[config.mk]
export PLATFORM = sky130hd
export DESIGN_NAME = spi_flash_responder
export DESIGN_NICKNAME = d
export VERILOG_FILES = /design/src/rtl/spi_flash_pkg.sv /design/src/rtl/spi_byte_strobe.sv /design/src/rtl/spi_flash_responder.sv
export SDC_FILE = /design/constraint.sdc
export NUM_CORES = 1
export LEC_CHECK = 0
export CAP_MARGIN = 20
export CORE_ASPECT_RATIO = 1.75
export CORE_MARGIN = 2
export CORE_UTILIZATION = 55
export CTS_CLUSTER_SIZE = 30
export DETAILED_ROUTE_END_ITERATION = 10
export DONT_BUFFER_PORTS = 1
export PLACE_DENSITY_LB_ADDON = 0.2
export SLEW_MARGIN = 30
export SYNTH_ARGS = -nofsm -noshare
export SYNTH_HDL_FRONTEND = slang
export SYNTH_SLANG_ARGS = --single-unit
[constraint.sdc]
create_clock -name p_clk -period 12.8 [get_ports p_clk]
set_input_delay 2.56 -clock p_clk [delete_from_list [all_inputs] [get_ports p_clk]]
set_output_delay 2.56 -clock p_clk [all_outputs]
set_load 0.02 [all_outputs]
[src/rtl/spi_flash_pkg.sv]
// Shared constants and state encoding for the SPI flash responder.
package spi_flash_pkg;

    localparam logic [7:0] CMD_WRITE   = 8'h02;
    localparam logic [7:0] CMD_READ    = 8'h01;
    localparam int         FRAME_BYTES = 8;

    typedef enum logic [2:0] {
        ST_IDLE,
        ST_CMD,
        ST_ADDR,
        ST_DATA,
        ST_DRAIN
    } flash_state_t;

endpackage

[src/rtl/spi_byte_strobe.sv]
// Turns the p_clk-synchronous s_clk / s_css levels into single-cycle edge, select and deselect strobes.
module spi_byte_strobe (
    input  logic clk,
    input  logic reset,
    input  logic s_clk,
    input  logic s_css,
    output logic clk_edge,
    output logic sel,
    output logic desel
);

    logic s_clk_q;
    logic s_css_q;
    logic armed;

    // armed stays low while chip select has been low since reset, so a select
    // already held across reset release cannot start a frame.
    always_ff @(posedge clk) begin
        if (reset) begin
            s_clk_q <= 1'b0;
            s_css_q <= 1'b1;
            armed   <= s_css;
        end else begin
            s_clk_q <= s_clk;
            s_css_q <= s_css;
            armed   <= armed | s_css;
        end
    end

    assign clk_edge = s_clk & ~s_clk_q;
    assign sel      = ~s_css & s_css_q & armed;
    assign desel    = s_css & ~s_css_q;

endmodule

[src/rtl/spi_flash_responder.sv]
// NOR-flash stand-in: decodes 8-byte command/address/data frames into a small word array.
//   state    | meaning
//   ST_IDLE  | waiting for chip select
//   ST_CMD   | next edge carries the command byte
//   ST_ADDR  | collecting the three address bytes
//   ST_DATA  | four data bytes, written or returned
//   ST_DRAIN | frame finished or rejected, ignore edges until deselect
module spi_flash_responder
    import spi_flash_pkg::*;
#(
    parameter int MEM_WORDS = 16
) (
    input  logic       p_clk,
    input  logic       p_reset,
    input  logic       s_css,
    input  logic       s_clk,
    input  logic [7:0] s_mosi,
    output logic [7:0] s_miso,
    output logic       busy,
    output logic       frame_err
);

    localparam int AW = $clog2(MEM_WORDS);

    flash_state_t state;
    logic [7:0]   cmd;
    logic [23:0]  addr;
    logic [1:0]   acnt;
    logic [1:0]   dcnt;
    logic [23:0]  wr_word;
    logic [31:0]  rd_word;
    logic [31:0]  mem [MEM_WORDS];

    logic clk_edge, sel, desel;

    spi_byte_strobe u_strobe (
        .clk      (p_clk),
        .reset    (p_reset),
        .s_clk    (s_clk),
        .s_css    (s_css),
        .clk_edge (clk_edge),
        .sel      (sel),
        .desel    (desel)
    );

    // The third address byte arrives on s_mosi, so the read lookup uses it directly.
    logic [23:0]   next_addr;
    logic [AW-1:0] idx, nxt_idx;
    logic          in_range, nxt_in_range, is_read;

    assign next_addr    = {addr[23:8], s_mosi};
    assign idx          = addr[AW-1:0];
    assign nxt_idx      = next_addr[AW-1:0];
    assign in_range     = (addr[23:AW] == '0);
    assign nxt_in_range = (next_addr[23:AW] == '0);
    assign is_read      = (cmd == CMD_READ);
    assign busy         = (state != ST_IDLE);

    always_ff @(posedge p_clk) begin
        if (p_reset) begin
            state     <= ST_IDLE;
            cmd       <= 8'h00;
            addr      <= 24'h0;
            acnt      <= 2'd0;
            dcnt      <= 2'd0;
            wr_word   <= 24'h0;
            rd_word   <= 32'hFFFF_FFFF;
            s_miso    <= 8'h00;
            frame_err <= 1'b0;
            for (int i = 0; i < MEM_WORDS; i++) mem[i] <= 32'hFFFF_FFFF;
        end else begin
            frame_err <= 1'b0;
            if (desel) begin
                if (state == ST_CMD || state == ST_ADDR || state == ST_DATA) frame_err <= 1'b1;
                state  <= ST_IDLE;
                s_miso <= 8'h00;
            end else begin
                case (state)
                    ST_IDLE: begin
                        s_miso <= 8'h00;
                        if (sel) state <= ST_CMD;
                    end
                    ST_CMD: if (clk_edge) begin
                        if (s_mosi == CMD_WRITE || s_mosi == CMD_READ) begin
                            cmd   <= s_mosi;
                            acnt  <= 2'd0;
                            state <= ST_ADDR;
                        end else begin
                            frame_err <= 1'b1;
                            state     <= ST_DRAIN;
                        end
                    end
                    ST_ADDR: if (clk_edge) begin
                        acnt <= acnt + 2'd1;
                        case (acnt)
                            2'd0:    addr[23:16] <= s_mosi;
                            2'd1:    addr[15:8]  <= s_mosi;
                            default: begin
                                addr[7:0] <= s_mosi;
                                dcnt      <= 2'd0;
                                state     <= ST_DATA;
                                if (is_read) begin
                                    rd_word <= nxt_in_range ? mem[nxt_idx] : 32'hFFFF_FFFF;
                                    s_miso  <= nxt_in_range ? mem[nxt_idx][31:24] : 8'hFF;
                                end
                            end
                        endcase
                    end
                    ST_DATA: if (clk_edge) begin
                        dcnt    <= dcnt + 2'd1;
                        wr_word <= {wr_word[15:0], s_mosi};
                        if (is_read) begin
                            case (dcnt)
                                2'd0:    s_miso <= rd_word[23:16];
                                2'd1:    s_miso <= rd_word[15:8];
                                2'd2:    s_miso <= rd_word[7:0];
                                default: s_miso <= 8'h00;
                            endcase
                        end
                        if (dcnt == 2'd3) begin
                            state <= ST_DRAIN;
                            if (!is_read && in_range) mem[idx] <= {wr_word, s_mosi};
                        end
                    end
                    ST_DRAIN: s_miso <= 8'h00;
                    default:  state  <= ST_IDLE;
                endcase
            end
        end
    end

endmodule
==> Yosys cells after proc, flatten, opt, wreduce, memory -nomap -nowiden <==
Memory sizes are Yosys's and may differ from the RTL's.
Index checks and enable logic that the tools add are counted.
{ "op_classes": {"addsub": 2, "n_mul": 0, "div_mod_pow": 0, "n_lt_le_gt_ge": 0, "eq_ne": 20, "shift": 0, "muxes": 43, "bitwise": 11, "n_reduce_logical": 28} }
{ "ops": {"columns": ["operator", "count"], "rows": [
  ["$mux W8", 6],
  ["$pmux W8 S3", 2],
  ["$logic_not A20 Y1", 2],
  ["$mux W32", 1],
  ["$reduce_or A32 Y1", 1],
  ["$mux W24", 1],
  ["$mux W3", 7],
  ["$eq A8 B1 Y1 const B", 2],
  ["$mux W1", 16],
  ["$reduce_and A4 Y1", 4],
  ["$pmux W3 S5", 1],
  ["$reduce_and A5 Y1", 3],
  ["$ne A2 B2 Y1 const B", 7],
  ["$mux W2", 6],
  ["$eq A8 B2 Y1 const B", 1],
  ["$pmux W2 S2", 2],
  ["$reduce_and A7 Y1", 1],
  ["$eq A3 B2 Y1 const B", 2],
  ["$not A1 Y1", 6],
  ["$reduce_and A6 Y1", 1],
  ["$reduce_bool A3 Y1", 2],
  ["$reduce_or A2 Y1", 3],
  ["$add A2 B1 Y2 const B", 2],
  ["$and A1 B1 Y1", 4],
  ["14 further kinds", 21]
]} }
{ "word_totals": {"ff_bits": 99, "latchBits": 0, "ram_bits": 512, "romBits": 0, "inputBits": 12, "word_cells": 119, "memories": 1} }
{ "memory_table": {"columns": ["name", "words", "word_bits", "rd", "rd_clocked_by_memory_dff", "write_ports", "line", "source"], "rows": [
  ["mem", 16, 32, 1, 0, 16, "spi_flash_responder.sv:32", "logic [31:0] mem [MEM_WORDS];"]
]} }

==> Depth between registers and ports, before layout <==
Gate-level depths: netlist of run 1.
{ "depth": {"word_depth": 12, "mapped_depth": 10, "mapped_depth_nobuf": 7} }

==> Modules after synthesis <==
A second synthesis of run 1 with hierarchy kept.
{ "hier_totals": {"hier_cells": 1866, "hier_area_um2": 26818.2} }
{ "by_module_without_submodules": {"columns": ["module", "n_inst", "cells_per_inst", "area_per_inst_um2", "seq_area_each_um2"], "rows": [
  ["spi_flash_responder", 1, 1855, 26713.1, 17296.6],
  ["spi_byte_strobe", 1, 11, 105.1, 60.1]
]} }

==> Worst setup path before layout of run 1 <==
OpenSTA, ideal clock, no wires.
{ "synth_timing": {"kind": "input-to-reg", "startpoint": "input port s_clk", "endpoint": "memory mem[3][0], enable pin", "setup_ps": 466, "arrival_time_ps": 6395, "required_time_ps": 12334, "slack_ps": 5939, "path_stages": 8, "path_buffers": 4, "cell_sequence": "nand2b_1 clkbuf_1 or3_1 buf_2 or4_1 buf_2 clkbuf_1 o21ai_0"} }
{ "synth_rtl": {"columns": ["item", "line", "source"], "rows": [
  ["from (decl)", "spi_flash_responder.sv:16", "input logic s_clk,"],
  ["to (decl)", "spi_flash_responder.sv:32", null]
]} }

==> metrics.md, run 1 <==
| Metric | Value |
|---|---|
| Seq. cell area | 17370 um^2 |
| Synth Warn # | 0 |
| Antenna violations before repair | 3 |
| Die footprint | 50950 um^2 |
| Worst R2R End | mem[1][15]$_SDFFCE_PN1P_ |
| Post-synthesis async set-or-reset flop share | 0% |
| Relative slew margins | 30.96% |
| Max-slew violation count | 0 |
| Ys flop type | edfxtp_1 |
| Critical path's largest stage delay | 0.81 ns |
| WL per Instance | 27.60 um |
| # setup viols final | 0 |
| Final Core Density | 59.86% |
| Num CTS Buffers | 51 |
| Cells after Synth | 1981 |
| Ant diodes | 0 |
| CP Data Required Time | 13.01 ns |
| Worst Path Class, Setup | in2reg |
| Mux contribution to synthesized area | 11.40% |
| Adder-cell share of the synthesized area | 0.2780% |
| Worst R2R Setup Slack | 8.35 ns |
| Status | completed |
| Pin count of the biggest net entering global routing | 154 |
| Drt first pass iters | 6 |
| Hold WS | 0.4492 ns |
| Critical Path Fanout Max | 36 |
| # resized after CTS | 0 |
| Reg2reg start | state[0]$_SDFFE_PP0P_ |
| Fmax | 0.1736 GHz |
| Setup TNS | 0 ns |
| XOR/XNOR Fraction of Synth Area | 0.03244% |
| Minimum clock period | 5.761 ns |
| Worst Reg2Reg Path Length in Cells | 6 |
| Setup bufs post-CTS | 0 |
| Max cap viols | 0 |
| Layout cells sized above 1 | 34.83% |
| FF+latch count, synth | 611 |
| Core area | 48600 um^2 |
| Largest family of logic cells by synthesized area | simple AND/OR/NAND/NOR gates |
| P_leak | 9.064 nW |
| Crit path cell chain | nor2b_1 > or3_2 > or4_1 > buf_4 > nor2b_4 > or2_2 |
| Post-layout nets | 1891 |
| Crit path DAT | 5.97 ns |
| Final Hold Viols | 0 |
| Worst Hold Class | reg2reg |
| Initial Utilization | 55.56% |
| Max IR drop VDD | 0.1257 mV |
| IO Pins | 22 |
| CTS tree | yes |
| Worst-Skew Late Latency | 0.58 ns |
| Row cnt | 107 |
| Setup crit end kind | flip-flop |
| Width of the chip | 171.5 um |
| DIE HEIGHT | 297.1 um |
| Clock Pin Slew Worst Setup and Hold Paths | 0.07 ns |
| Filler Cells Inserted | 3683 |
| Final worst clock skew | 0.01207 ns |
| Final worst slack | 7.039 ns |
| RSZ-0062 raised after global routing | false |
| Port buffer count | 0 |
| Via count | 15780 |
| Antenna Nets Post-Route | 0 |
| TritonCTS sink count | 611 |
| Clock root buffer master | clkbuf_16 |
| DRT iter0 DRCs | 1530 |
| GPL Wtd Cong | 0.9051 |
| Number of remaining DRC errors | 0 |
| Vias in the first global route | 16010 |
| Hold Path Depth | 2 |
| Detailed Place HPWL | 44230 um |
| CP Launch Type | input pin |
| Worst slew pin tran | 1.034 ns |
| Post-Syn Area | 27000 um^2 |
| Seq/Total Area, Yosys | 64.28% |
| Routed Wire Length | 70890 um |
| Overflow after GRT | 0 |
| Maximum buffer depth of the clock tree | 3 |
| Vias per inst | 6.143 |
| CTS Hold Buffers Added | 0 |
| Dpl ws | 6.403 ns |
| Synthesized net count | 1999 |
| H-tree depth | 2 |
| Mean post-synth cell area | 13.63 um^2 |
| First-pass GRT wire length | 103500 um |
| Yosys cell types | 51 |
| Final Cycle Share | 45.01% |
| Multi-input gate area | 9045 um^2 |
| Hold endpoint | addr[7]$_SDFFE_PP0P_ |
| Simple-gate share of the synthesized area | 16.98% |
| Layout area overhead | 7.748% |
| Total GRT Usage | 28.34% |
| Hold Startpoint | addr[7]$_SDFFE_PP0P_ |
| Complex-gate fraction of the synthesized area | 4.384% |
| Post-synth EDFFs | 512 |
| Tot Pwr | 4.063 mW |
| Pwr/cell area | 139.7 nW/um^2 |
| Crit path max-delay cell type | or3_2 |
==> Yosys cell counts (6+ instances only) <==
cell        n  area share, %
buf_2      17           0.32
nand2_1   119            1.7
a21oi_1    77            1.4
buf_1      10           0.14
mux2i_1     6           0.22
mux2_2    110            4.6
ha_1        6           0.28
a222oi_1    8           0.30
nor2_1     71           0.99
dfxtp_1    99            7.3
clkbuf_1  149            2.1
nor2b_1     6           0.14
nor4_1     10           0.23
edfxtp_1  512             57
mux4_2     79            6.6
nand3_1    35           0.65
or2_2     342            7.9
nand2b_1  133            3.1
o221ai_1   32            1.0
or3_1      38           0.88
o22ai_1    56            1.3
and3_1      8           0.19
==> flip-flops by register name, indices dropped and copies added (netlist names) <==
signal,count
dcnt,2
frame_err,1
u_strobe.s_css_q,1
addr,24
acnt,2
u_strobe.armed,1
mem,512
state,3
s_miso,8
wr_word,24
rd_word,24
cmd,8
u_strobe.s_clk_q,1
==> layer usage <==
metal | track usage [%] | wire length [um]
met2 | 47.44 | 35820
met3 | 4.643 | 5208
met1 | 33.77 | 24570
met4 | 17.96 | 5297
met5 | 0 | 0
==> critical path: cells and delay by family <==
family / cells / cell delay, ns
AND/OR/NAND/NOR: 5 / 3.09
buffers and inverters: 1 / 0.28
==> worst max path at each step <==
stage,start,endpoint,slack (ns),depth (start not counted)
after floorplan,s_clk,mem[3][0]$_SDFFCE_PN1P_,5.94,8
after global placement,s_css,mem[5][13]$_SDFFCE_PN1P_,6.38,5
after detailed placement,s_css,mem[13][31]$_SDFFCE_PN1P_,6.40,5
after CTS,s_css,mem[13][5]$_SDFFCE_PN1P_,7.01,5
after global routing,s_css,mem[1][1]$_SDFFCE_PN1P_,6.88,6
final,s_css,mem[1][15]$_SDFFCE_PN1P_,7.04,6
==> cell usage in the layout (no fill, tap or decap), types with 7 or more instances in the layout <==
cell	netlist	final
edfxtp_1	512	512
or2_2	342	342
nand2b_1	133	132
mux2_2	110	110
nand2_1	119	99
dfxtp_1	99	91
mux4_2	79	79
a21oi_1	77	77
nor2_1	71	71
o22ai_1	56	56
clkbuf_16	0	53
or3_1	38	37
nand3_1	35	35
o221ai_1	32	32
nand2_2	0	18
clkbuf_1	149	16
buf_4	1	14
clkinv_2	0	11
nor4_1	10	9
and3_1	8	8
a222oi_1	8	8
dfxtp_2	0	8
bufinv_16	0	7
==> cell type report <==
type / count / share of cell area [%]
Clock buffer: 70 / 4.813
Clock inverter: 25 / 1.045
Inverter: 6 / 0.07742
Multi-Input combinational cell: 1187 / 31.09
Sequential cell: 611 / 59.70
Tap cell: 654 / 2.813
Timing Repair Buffer: 16 / 0.4645
==> power by group <==
part / internal [mW] / total [mW] / leakage, nW / switching [mW]
logic: 0.0840 / 0.191 / 2.37 / 0.107
clock network: 0.909 / 1.62 / 0.832 / 0.709
registers: 2.23 / 2.25 / 5.86 / 0.0270
==> stage by stage <==
stage	instances	instance area (um^2)
after global placement	2472	27300
after detailed placement	2474	27350
final	2569	29090
after CTS	2569	29060
after global routing	2569	29090
after floorplan	1981	27000
==> kinds of logic (layout without fill, tap and decap cells) <==
logic type	Yosys count	count (layout)
AO/OA/AOI/OAI	185	185
XOR/XNOR	1	1
adder cells (fa/ha/maj)	6	6
buffers and inverters	183	117
flip-flops	611	611
multiplexers	195	195
AND/OR/NAND/NOR	800	800
No activity file was read; power rests on OpenSTA's default activity.
==> run 2, diff against run 1 <==
Clock period 12.8 ns to 5.2 ns, I/O delays scaled along.
==> run 2 against run 1 <==
- cell count grew 0.90%
- core utilization grew 0.20 points
- critical endpoint is now mem[10][9]$_SDFFCE_PN1P_
- worst hold slack is essentially flat
- global-route usage shrank 0.74 points
- total power grew 140%
- largest power group unchanged
- first-iteration DRC count grew 11%
- clock skew grew 0.012 ns
- critical path depth grew 1
- sequential power grew 150%
- setup slack lost 5.6 ns
- combinational power grew 150%
==> metrics.md, run 2 (synthesis gave the netlist of run 1 again) <==
| Metric | Value |
|---|---|
| CP Launch Type | flip-flop |
| Row cnt | 107 |
| Worst slew pin tran | 1.113 ns |
| Num CTS Buffers | 51 |
| Worst Hold Class | reg2reg |
| First-pass GRT wire length | 101700 um |
| Port buffer count | 0 |
| Status | completed |
| # setup viols final | 0 |
| Minimum clock period | 3.799 ns |
| Vias per inst | 6.105 |
| Clock root buffer master | clkbuf_16 |
| Overflow after GRT | 0 |
| Hold WS | 0.4491 ns |
| Filler Cells Inserted | 3646 |
| Vias in the first global route | 15880 |
| Critical Path Fanout Max | 32 |
| Drt first pass iters | 6 |
| H-tree depth | 2 |
| Max cap viols | 0 |
| Total GRT Usage | 27.61% |
| Dpl ws | 1.028 ns |
| Detailed Place HPWL | 42610 um |
| Most flops, register | mem |
| Core area | 48600 um^2 |
| CP Data Required Time | 5.40 ns |
| CTS tree | yes |
| Setup bufs post-CTS | 0 |
| Max IR drop VDD | 0.3314 mV |
| Final worst clock skew | 0.02413 ns |
| Setup crit end kind | flip-flop |
| Setup TNS | 0 ns |
| Max-slew violation count | 0 |
| Worst Path Class, Setup | reg2reg |
| Multi-input gate area | 9007 um^2 |
| Initial Utilization | 55.56% |
| Clock Pin Slew Worst Setup and Hold Paths | 0.06 ns |
| Width of the chip | 171.5 um |
| CTS Hold Buffers Added | 0 |
| Antenna violations before repair | 3 |
| Most common cell after layout, fill and taps aside | edfxtp_1 |
| IO Pins | 22 |
| TritonCTS sink count | 611 |
| Finished Layout Cells | 2592 |
| # resized after CTS | 0 |
| DRT iter0 DRCs | 1702 |
| Maximum buffer depth of the clock tree | 3 |
| Seq. cell area | 17360 um^2 |
| Routed Wire Length | 69120 um |
| Crit path DAT | 4.00 ns |
| Relative slew margins | 25.80% |
| Pin count of the biggest net entering global routing | 154 |
| Pwr/cell area | 336.6 nW/um^2 |
| P_leak | 9.143 nW |
| Via count | 15830 |
| Commonest cells after routing, fill and taps aside | edfxtp_1, or2_2, nand2b_1 |
| Number of remaining DRC errors | 0 |
| Final worst slack | 1.401 ns |
| Post-layout nets | 1912 |
| Final Cycle Share | 73.06% |
| Fmax | 0.2632 GHz |
| Antenna Nets Post-Route | 0 |
| Max reg flops | 512 |
| WL per Instance | 26.67 um |
| Layout area overhead | 8.114% |
| Final Hold Viols | 0 |
| RSZ-0062 raised after global routing | false |
| Die footprint | 50950 um^2 |
| GPL Wtd Cong | 0.8876 |
| DIE HEIGHT | 297.1 um |
| DP Cell Count | 2495 |
| Layout cells sized above 1 | 34.80% |
| Worst-Skew Late Latency | 0.60 ns |
[run 2: report_power, final]
group	switching [mW]	internal, mW	total, mW
registers	0.0610	5.48	5.54
clock network	1.76	2.06	3.81
logic	0.254	0.216	0.470
total	2.07	7.75	9.83
[run 2: critical path, stage by stage, from the launching register on]
cell	delay (ns)
dfxtp_1	0.64
nand3b_1	0.23
or3_1	0.62
buf_4	0.30
nor4_4	0.44
nand2_1	0.10
buf_4	0.25
nand2_2	0.77
[run 2: stage by stage]
stage	cell area (um^2)	utilization [%]	power (mW)
after floorplan	27000	-	6.002
after global placement	27550	56.69	6.106
after detailed placement	27550	56.69	6.122
after CTS	29180	60.04	9.860
after global routing	29190	60.06	10.07
final	29190	60.07	9.825
[run 2: per-layer routing]
layer  track usage, %  wire [um]
met4            11.32       3404
met2            48.69      36320
met3            3.552       4661
met5                0         13
met1            33.99      24720
[run 2: path summary, 6_finish.rpt]
kind / to / startpoint / slack, ns / cells past startpoint
hold reg to reg: addr[5]$_SDFFE_PP0P_ / addr[5]$_SDFFE_PP0P_ / 0.45 / 2
setup reg to reg: mem[10][9]$_SDFFCE_PN1P_ / state[0]$_SDFFE_PP0P_ / 1.40 / 7
hold / removal: addr[5]$_SDFFE_PP0P_ / addr[5]$_SDFFE_PP0P_ / 0.45 / 2
setup / recovery: mem[10][9]$_SDFFCE_PN1P_ / state[0]$_SDFFE_PP0P_ / 1.40 / 7
[run 2: layout make-up]
class,instances,share of cell area [%]
timing repair buffer,37,1.209
clock buffer,68,4.805
antenna,1,0.008573
tap,654,2.803
inverter,6,0.07715
sequential,611,59.46
clock inverter,28,0.7758
multi-input combinational,1187,30.86
